<file path="config.mk">
export PLATFORM = sky130hd
export DESIGN_NAME = key_event_flat
export DESIGN_NICKNAME = d
export VERILOG_FILES = /design/src/rtl/key_event_if.sv /design/src/rtl/key_event.sv /design/src/flat_wrapper.sv
export SDC_FILE = /design/constraint.sdc
export NUM_CORES = 1
export LEC_CHECK = 0
export ABC_AREA = 1
export BUFFER_PORTS_ARGS = -buffer_cell sky130_fd_sc_hd__buf_2
export CAP_MARGIN = 10
export CORE_MARGIN = 1
export CORE_UTILIZATION = 40
export CTS_CLUSTER_SIZE = 12
export DETAILED_ROUTE_END_ITERATION = 16
export PLACE_DENSITY_LB_ADDON = 0.08
export SKIP_CTS_REPAIR_TIMING = 1
export SYNTH_ARGS = -nofsm -noshare
export SYNTH_HDL_FRONTEND = slang
export SYNTH_SLANG_ARGS = --single-unit
</file>
<file path="constraint.sdc">
create_clock -name clk -period 2.4 [get_ports clk]
set_input_delay 0.36 -clock clk [delete_from_list [all_inputs] [get_ports clk]]
set_output_delay 0.36 -clock clk [all_outputs]
set_load 0.1 [all_outputs]
</file>
<file path="src/rtl/key_event_if.sv">
// Switch-conditioner signal bundle: raw active-low switches in, clean levels and pulses out.
interface key_event_if #(
  parameter int N_SW = 3
);
  logic [N_SW-1:0] i_sw;
  logic [N_SW-1:0] o_level;
  logic [N_SW-1:0] o_press;
  logic [N_SW-1:0] o_release;
  logic [N_SW-1:0] o_repeat;
  logic [N_SW-1:0] o_long;

  // Whatever drives the raw switches and consumes the events.
  modport master (
    output i_sw,
    input  o_level, o_press, o_release, o_repeat, o_long
  );

  // The conditioner itself.
  modport slave (
    input  i_sw,
    output o_level, o_press, o_release, o_repeat, o_long
  );
endinterface

</file>
<file path="src/rtl/key_event.sv">
// key_event: synchronises and debounces N_SW active-low push switches, then
// emits press/release pulses and auto-repeat pulses while a switch is held.
// All switch FSMs advance only on the shared sample tick.
module key_event #(
  parameter int N_SW         = 3,
  parameter int TICK_DIV     = 500000,
  parameter int DB_TICKS     = 3,
  parameter int HOLD_TICKS   = 50,
  parameter int REPEAT_TICKS = 10
) (
  input  logic        clk,
  input  logic        rst_n,
  key_event_if.slave  bus
);

  localparam int TW   = (TICK_DIV > 1) ? $clog2(TICK_DIV) : 1;
  localparam int CMAX = (DB_TICKS > HOLD_TICKS)
                        ? ((DB_TICKS > REPEAT_TICKS) ? DB_TICKS : REPEAT_TICKS)
                        : ((HOLD_TICKS > REPEAT_TICKS) ? HOLD_TICKS : REPEAT_TICKS);
  localparam int CW   = $clog2(CMAX + 1);

  localparam logic [TW-1:0] TICK_LAST = TW'(TICK_DIV - 1);
  localparam logic [CW-1:0] DB_LAST   = CW'(DB_TICKS - 1);
  localparam logic [CW-1:0] HOLD_LAST = CW'(HOLD_TICKS - 1);
  localparam logic [CW-1:0] REP_LAST  = CW'(REPEAT_TICKS - 1);

  typedef enum logic [2:0] {
    S_IDLE       = 3'd0,
    S_DB_PRESS   = 3'd1,
    S_PRESSED    = 3'd2,
    S_REPEAT     = 3'd3,
    S_DB_RELEASE = 3'd4
  } state_t;

  logic [N_SW-1:0] sync1_q, sync1_d;
  logic [N_SW-1:0] sync2_q, sync2_d;
  logic [N_SW-1:0] pr;
  logic [TW-1:0]   tick_cnt_q, tick_cnt_d;
  logic            tick;

  state_t          state_q [N_SW];
  state_t          state_d [N_SW];
  logic [CW-1:0]   cnt_q   [N_SW];
  logic [CW-1:0]   cnt_d   [N_SW];

  logic [N_SW-1:0] level_q,   level_d;
  logic [N_SW-1:0] press_q,   press_d;
  logic [N_SW-1:0] release_q, release_d;
  logic [N_SW-1:0] repeat_q,  repeat_d;
  logic [N_SW-1:0] long_q,    long_d;

  // Synchronised switches are inverted so that 1 means pressed.
  assign pr   = ~sync2_q;
  assign tick = (tick_cnt_q == TICK_LAST);

  // Synchroniser shift and free-running tick divider.
  always_comb begin
    sync1_d    = bus.i_sw;
    sync2_d    = sync1_q;
    tick_cnt_d = tick ? '0 : tick_cnt_q + TW'(1);
  end

  // Per-switch debounce/repeat next-state and registered-output decode.
  always_comb begin
    state_d   = state_q;
    cnt_d     = cnt_q;
    press_d   = '0;
    release_d = '0;
    repeat_d  = '0;
    level_d   = '0;
    long_d    = '0;
    for (int i = 0; i < N_SW; i++) begin
      if (tick) begin
        case (state_q[i])
          S_IDLE: begin
            if (pr[i]) begin
              state_d[i] = S_DB_PRESS;
              cnt_d[i]   = CW'(1);
            end
          end
          S_DB_PRESS: begin
            if (!pr[i]) begin
              state_d[i] = S_IDLE;
              cnt_d[i]   = '0;
            end else if (cnt_q[i] == DB_LAST) begin
              state_d[i] = S_PRESSED;
              cnt_d[i]   = '0;
              press_d[i] = 1'b1;
            end else begin
              cnt_d[i] = cnt_q[i] + CW'(1);
            end
          end
          S_PRESSED: begin
            if (!pr[i]) begin
              state_d[i] = S_DB_RELEASE;
              cnt_d[i]   = CW'(1);
            end else if (cnt_q[i] == HOLD_LAST) begin
              state_d[i]  = S_REPEAT;
              cnt_d[i]    = '0;
              repeat_d[i] = 1'b1;
            end else begin
              cnt_d[i] = cnt_q[i] + CW'(1);
            end
          end
          S_REPEAT: begin
            if (!pr[i]) begin
              state_d[i] = S_DB_RELEASE;
              cnt_d[i]   = CW'(1);
            end else if (cnt_q[i] == REP_LAST) begin
              cnt_d[i]    = '0;
              repeat_d[i] = 1'b1;
            end else begin
              cnt_d[i] = cnt_q[i] + CW'(1);
            end
          end
          S_DB_RELEASE: begin
            // A bounce back to pressed restarts the hold timer without a new press.
            if (pr[i]) begin
              state_d[i] = S_PRESSED;
              cnt_d[i]   = '0;
            end else if (cnt_q[i] == DB_LAST) begin
              state_d[i]   = S_IDLE;
              cnt_d[i]     = '0;
              release_d[i] = 1'b1;
            end else begin
              cnt_d[i] = cnt_q[i] + CW'(1);
            end
          end
          default: begin
            state_d[i] = S_IDLE;
            cnt_d[i]   = '0;
          end
        endcase
      end
      // Levels follow the next state so they change on the same edge as the pulses.
      level_d[i] = (state_d[i] == S_PRESSED) || (state_d[i] == S_REPEAT) ||
                   (state_d[i] == S_DB_RELEASE);
      long_d[i]  = (state_d[i] == S_REPEAT);
    end
  end

  // State, counters and registered outputs; reset clears everything to released/idle.
  always_ff @(posedge clk or negedge rst_n) begin
    if (!rst_n) begin
      sync1_q    <= '1;
      sync2_q    <= '1;
      tick_cnt_q <= '0;
      for (int i = 0; i < N_SW; i++) begin
        state_q[i] <= S_IDLE;
        cnt_q[i]   <= '0;
      end
      level_q    <= '0;
      press_q    <= '0;
      release_q  <= '0;
      repeat_q   <= '0;
      long_q     <= '0;
    end else begin
      sync1_q    <= sync1_d;
      sync2_q    <= sync2_d;
      tick_cnt_q <= tick_cnt_d;
      state_q    <= state_d;
      cnt_q      <= cnt_d;
      level_q    <= level_d;
      press_q    <= press_d;
      release_q  <= release_d;
      repeat_q   <= repeat_d;
      long_q     <= long_d;
    end
  end

  assign bus.o_level   = level_q;
  assign bus.o_press   = press_q;
  assign bus.o_release = release_q;
  assign bus.o_repeat  = repeat_q;
  assign bus.o_long    = long_q;

endmodule

</file>
<file path="src/flat_wrapper.sv">
// flat-port wrapper written by rule: the top's interface ports become plain ports
module key_event_flat 
#(
  parameter int N_SW         = 3,
  parameter int TICK_DIV     = 500000,
  parameter int DB_TICKS     = 3,
  parameter int HOLD_TICKS   = 50,
  parameter int REPEAT_TICKS = 10
)
  (clk, rst_n, bus_i_sw, bus_o_level, bus_o_press, bus_o_release, bus_o_repeat, bus_o_long);
  key_event_if #(.N_SW(N_SW)) bus_i ();
  input  logic clk;
  input  logic rst_n;
  input wire logic [$bits(bus_i.i_sw)-1:0] bus_i_sw;
  output wire logic [$bits(bus_i.o_level)-1:0] bus_o_level;
  output wire logic [$bits(bus_i.o_press)-1:0] bus_o_press;
  output wire logic [$bits(bus_i.o_release)-1:0] bus_o_release;
  output wire logic [$bits(bus_i.o_repeat)-1:0] bus_o_repeat;
  output wire logic [$bits(bus_i.o_long)-1:0] bus_o_long;
  assign bus_i.i_sw = bus_i_sw;
  assign bus_o_level = bus_i.o_level;
  assign bus_o_press = bus_i.o_press;
  assign bus_o_release = bus_i.o_release;
  assign bus_o_repeat = bus_i.o_repeat;
  assign bus_o_long = bus_i.o_long;
  key_event #(.N_SW(N_SW), .TICK_DIV(TICK_DIV), .DB_TICKS(DB_TICKS), .HOLD_TICKS(HOLD_TICKS), .REPEAT_TICKS(REPEAT_TICKS)) u_core (.clk(clk), .rst_n(rst_n), .bus(bus_i));
endmodule
</file>
==> flow_summary.json <==
{
  "fin_area_um2": 4450,
  "drt-vias-per-instance": 4.89,
  "critical_path_class": "flop to flop",
  "worstReg2RegEnd": "u_core.bus.o_level[0]$_DFF_PN0_",
  "syn_to_final_growth_pct": 12.3,
  "wl_per_cell_um": 12.3,
  "yosys.area.top_type": "dfrtp_1",
  "slew_violations": 0,
  "clk_latency_ns": 0.34,
  "seqPwrFrac_pct": 49.9,
  "fin_cells": 719,
  "grt_use_total_pct": 19.1,
  "peakVddDrop_mv": 0.272,
  "rsz0062_at_grt": "false",
  "period_minus_slack_ns": 2.06,
  "cts-root-buf": "clkbuf_8",
  "hp-start": "bus_i_sw[0]",
  "reg2reg_from": "u_core.tick_cnt_q[0]$_DFF_PN0_",
  "die_w_um": 102,
  "fp.dieH_um": 102,
  "drc_errors": 0,
  "antenna_found_initial": 0,
  "clock_path_buffers": 2,
  "max_slew_margin_pct": 64.7,
  "synth_area_um2": 3960,
  "grt_pass1_wl_mm": 15.3,
  "crit_required_ns": 2.68,
  "dp.cells": 702,
  "synth.area.top_cells": "dfrtp_1 (39%), nand2_1 (14%), nor2_1 (8.0%), inv_1 (7.4%), nand3_1 (5.3%)",
  "finalCritPeriodShare_pct": 86.0,
  "hold_depth": 1,
  "hold_violations": 0,
  "setup-violations-final": 0,
  "wl_mm": 8.81,
  "regToRegSetupSlack_ns": 0.34,
  "htreeDepth": 3,
  "holdWs_ns": 0.105,
  "num-nets-final": 600,
  "synth_cell_type_count": 35,
  "num_rows": 35,
  "initial_core_util_pct": 42.1,
  "p_clk_share_pct": 47.9,
  "synth.yosys.seq_area_share_pct": 42.5,
  "worst_hold_path.endpoint": "u_core.sync1_q[0]$_DFF_PN1_",
  "clock-skew-final_ns": 0.0103,
  "drive_gt1_share_pct": 12.0,
  "place_congestion": 0.870,
  "grt-ovfl-total": 0,
  "synthCells": 555,
  "pwr-share-comb_pct": 2.2,
  "swShare_pct": 21.6,
  "synth_area_per_cell_um2": 7.14,
  "reg2regPathDepth": 11,
  "max_stage_delay_ns": 0.45,
  "outcome": "finished, final reports clean",
  "vias": 3517,
  "p_per_area_nw_per_um2": 514,
  "worstMarginPinSlew_ns": 0.526,
  "total_power_uw": 2290,
  "ys_seq_elements": 67,
  "dp_hpwl_mm": 6.53,
  "core_area_um2": 9420,
  "portBuffers": 19,
  "internal-power_uw": 1790,
  "detailedRoute.firstPassIterationCount": 4,
  "min-delay-path-class": "input pin to flop",
  "num_io_pins": 20,
  "numCtsBuffers": 9,
  "netSwitchingPower_uw": 495,
  "power.leakage_uw": 0.00226,
  "clock_sinks": 67,
  "synth_warnings": 0,
  "ant_nets": 0,
  "synth_top_area_share_pct": 38.5,
  "drt_iter0_markers": 151,
  "die-area_um2": 10300,
  "start_kind": "flop",
  "path_cells": "ha_1, nand2_2, nor2_4, inv_2, nor2_2, nand2_2, clkinv_2, nor2_1, a21oi_1, nand2_1, nand2_1",
  "first_global_vias": 3259,
  "drv_cap": 0,
  "critPathSlowestCell": "dfrtp_1",
  "path_clk_slew_ns": 0.08,
  "cts_tree": "done",
  "fmax_mhz": 484,
  "dpl-instance-area_um2": 4210,
  "grt_max_degree": 27,
  "path_max_fanout": 12,
  "diodes": 0,
  "syn_nets": 570,
  "critPathArrivalTime_ns": 2.34,
  "worstSetupEndpointType": "flop",
  "tns_ns": 0
}
## final cells by class
cell class / instances / area (µm²)
Timing Repair Buffer: 22 / 120
Inverter: 83 / 313
Clock inverter: 5 / 83.8
Clock buffer: 11 / 151
Multi-Input combinational cell: 402 / 1940
Sequential cell: 67 / 1680
Fill cell: 949 / 4960
Tap cell: 129 / 161
## state kept, by name, summed over array words and instances, names as in the netlist
signal / count
u_core.bus.o_release: 3
u_core.bus.o_repeat: 3
u_core.state_q: 9
u_core.bus.o_press: 3
u_core.bus.o_long: 3
u_core.tick_cnt_q: 19
u_core.bus.o_level: 3
u_core.sync1_q: 3
u_core.cnt_q: 18
u_core.sync2_q: 3
## worst max-delay path by stage
stage | from | to | slack, ns | cells after the start
floorplan | u_core.tick_cnt_q[0]$_DFF_PN0_ | u_core.bus.o_level[0]$_DFF_PN0_ | 0.74 | 13
finish | u_core.tick_cnt_q[0]$_DFF_PN0_ | u_core.bus.o_level[0]$_DFF_PN0_ | 0.34 | 11
detailed placement | u_core.tick_cnt_q[0]$_DFF_PN0_ | u_core.bus.o_level[0]$_DFF_PN0_ | 0.36 | 11
global placement | u_core.tick_cnt_q[0]$_DFF_PN0_ | u_core.bus.o_level[0]$_DFF_PN0_ | 0.44 | 11
CTS | u_core.tick_cnt_q[0]$_DFF_PN0_ | u_core.bus.o_level[0]$_DFF_PN0_ | 0.33 | 11
global route | u_core.tick_cnt_q[0]$_DFF_PN0_ | u_core.bus.o_level[0]$_DFF_PN0_ | 0.13 | 11
## layer usage
| layer | wire length [µm] | vias to the layer above | share of wire, % | GRT usage [%] |
|---|---|---|---|---|
| met4 | 116 | 0 | 1.3 | 6.47 |
| met5 | 0 | - | 0 | 0 |
| li1 | - | 1806 | - | - |
| met2 | 4070 | 58 | 46 | 30.4 |
| met3 | 269 | 11 | 3.1 | 2.97 |
| met1 | 4350 | 1642 | 49 | 26.5 |
## cells in the mapped netlist
cell,count
nand2_1,149
nor2_1,84
inv_1,78
dfrtp_1,61
nand3_1,42
o21ai_0,27
a21oi_1,13
nand2_2,13
nand4_1,12
nor3_1,12
ha_1,10
xor2_1,10
dfstp_2,6
nor2_2,5
nand3b_1,3
nor4_1,3
o21ai_1,3
buf_6,2
clkinv_1,2
inv_2,2
nor2_4,2
nor3_2,2
o211ai_1,2
a211oi_1,1
a21boi_0,1
a21boi_1,1
a31oi_1,1
buf_2,1
clkinv_2,1
nand2_4,1
nand3_2,1
nor3b_1,1
o21bai_1,1
or2_2,1
xnor2_1,1
## per-stage QoR
stage,setup slack (ns),util [%]
floorplan,0.740,-
global placement,0.438,44.7
detailed placement,0.358,44.7
CTS,0.327,47.2
global route,0.127,47.3
finish,0.336,47.3
## cells in the final DEF (no fill, tap or decap), types with 10 or more instances in the layout
master,instances
nand2_1,149
nor2_1,84
inv_1,78
dfrtp_1,61
nand3_1,42
o21ai_0,27
buf_2,19
nand2_2,13
a21oi_1,13
nor3_1,12
nand4_1,12
clkbuf_8,11
xor2_1,10
ha_1,10
## power groups by stage
stage          Sequential (µW)  Clock [µW]  Combinational (µW)
2_1_floorplan             1160           0                17.0
4_1_cts                   1140        1130                51.0
3_3_place_gp              1160           0                50.4
3_5_place_dp              1160           0                51.1
6_report                  1140        1100                49.6
5_1_grt                   1140        1180                58.8
## critical path, delay by kind of cell, from the launching register on
family / cells / cell delay, ns
AOI/OAI and AO/OA: 1 / 0.25
DFF: 1 / 0.45
buffers and inverters: 2 / 0.25
and+or+nand+nor: 7 / 0.80
adders and majority gates: 1 / 0.25
## kinds of logic (layout without fill, tap and decap cells)
family          Yosys count  after routing  synth area share (%)
xor+xnor                 11             11                  2.43
flops                    67             67                  42.5
simple gates            331            331                  36.6
compound gates           50             50                  6.72
buf+inv                  86            121                  8.59
fa+ha+maj                10             10                  3.16
No activity file was read; power rests on OpenSTA's default activity.
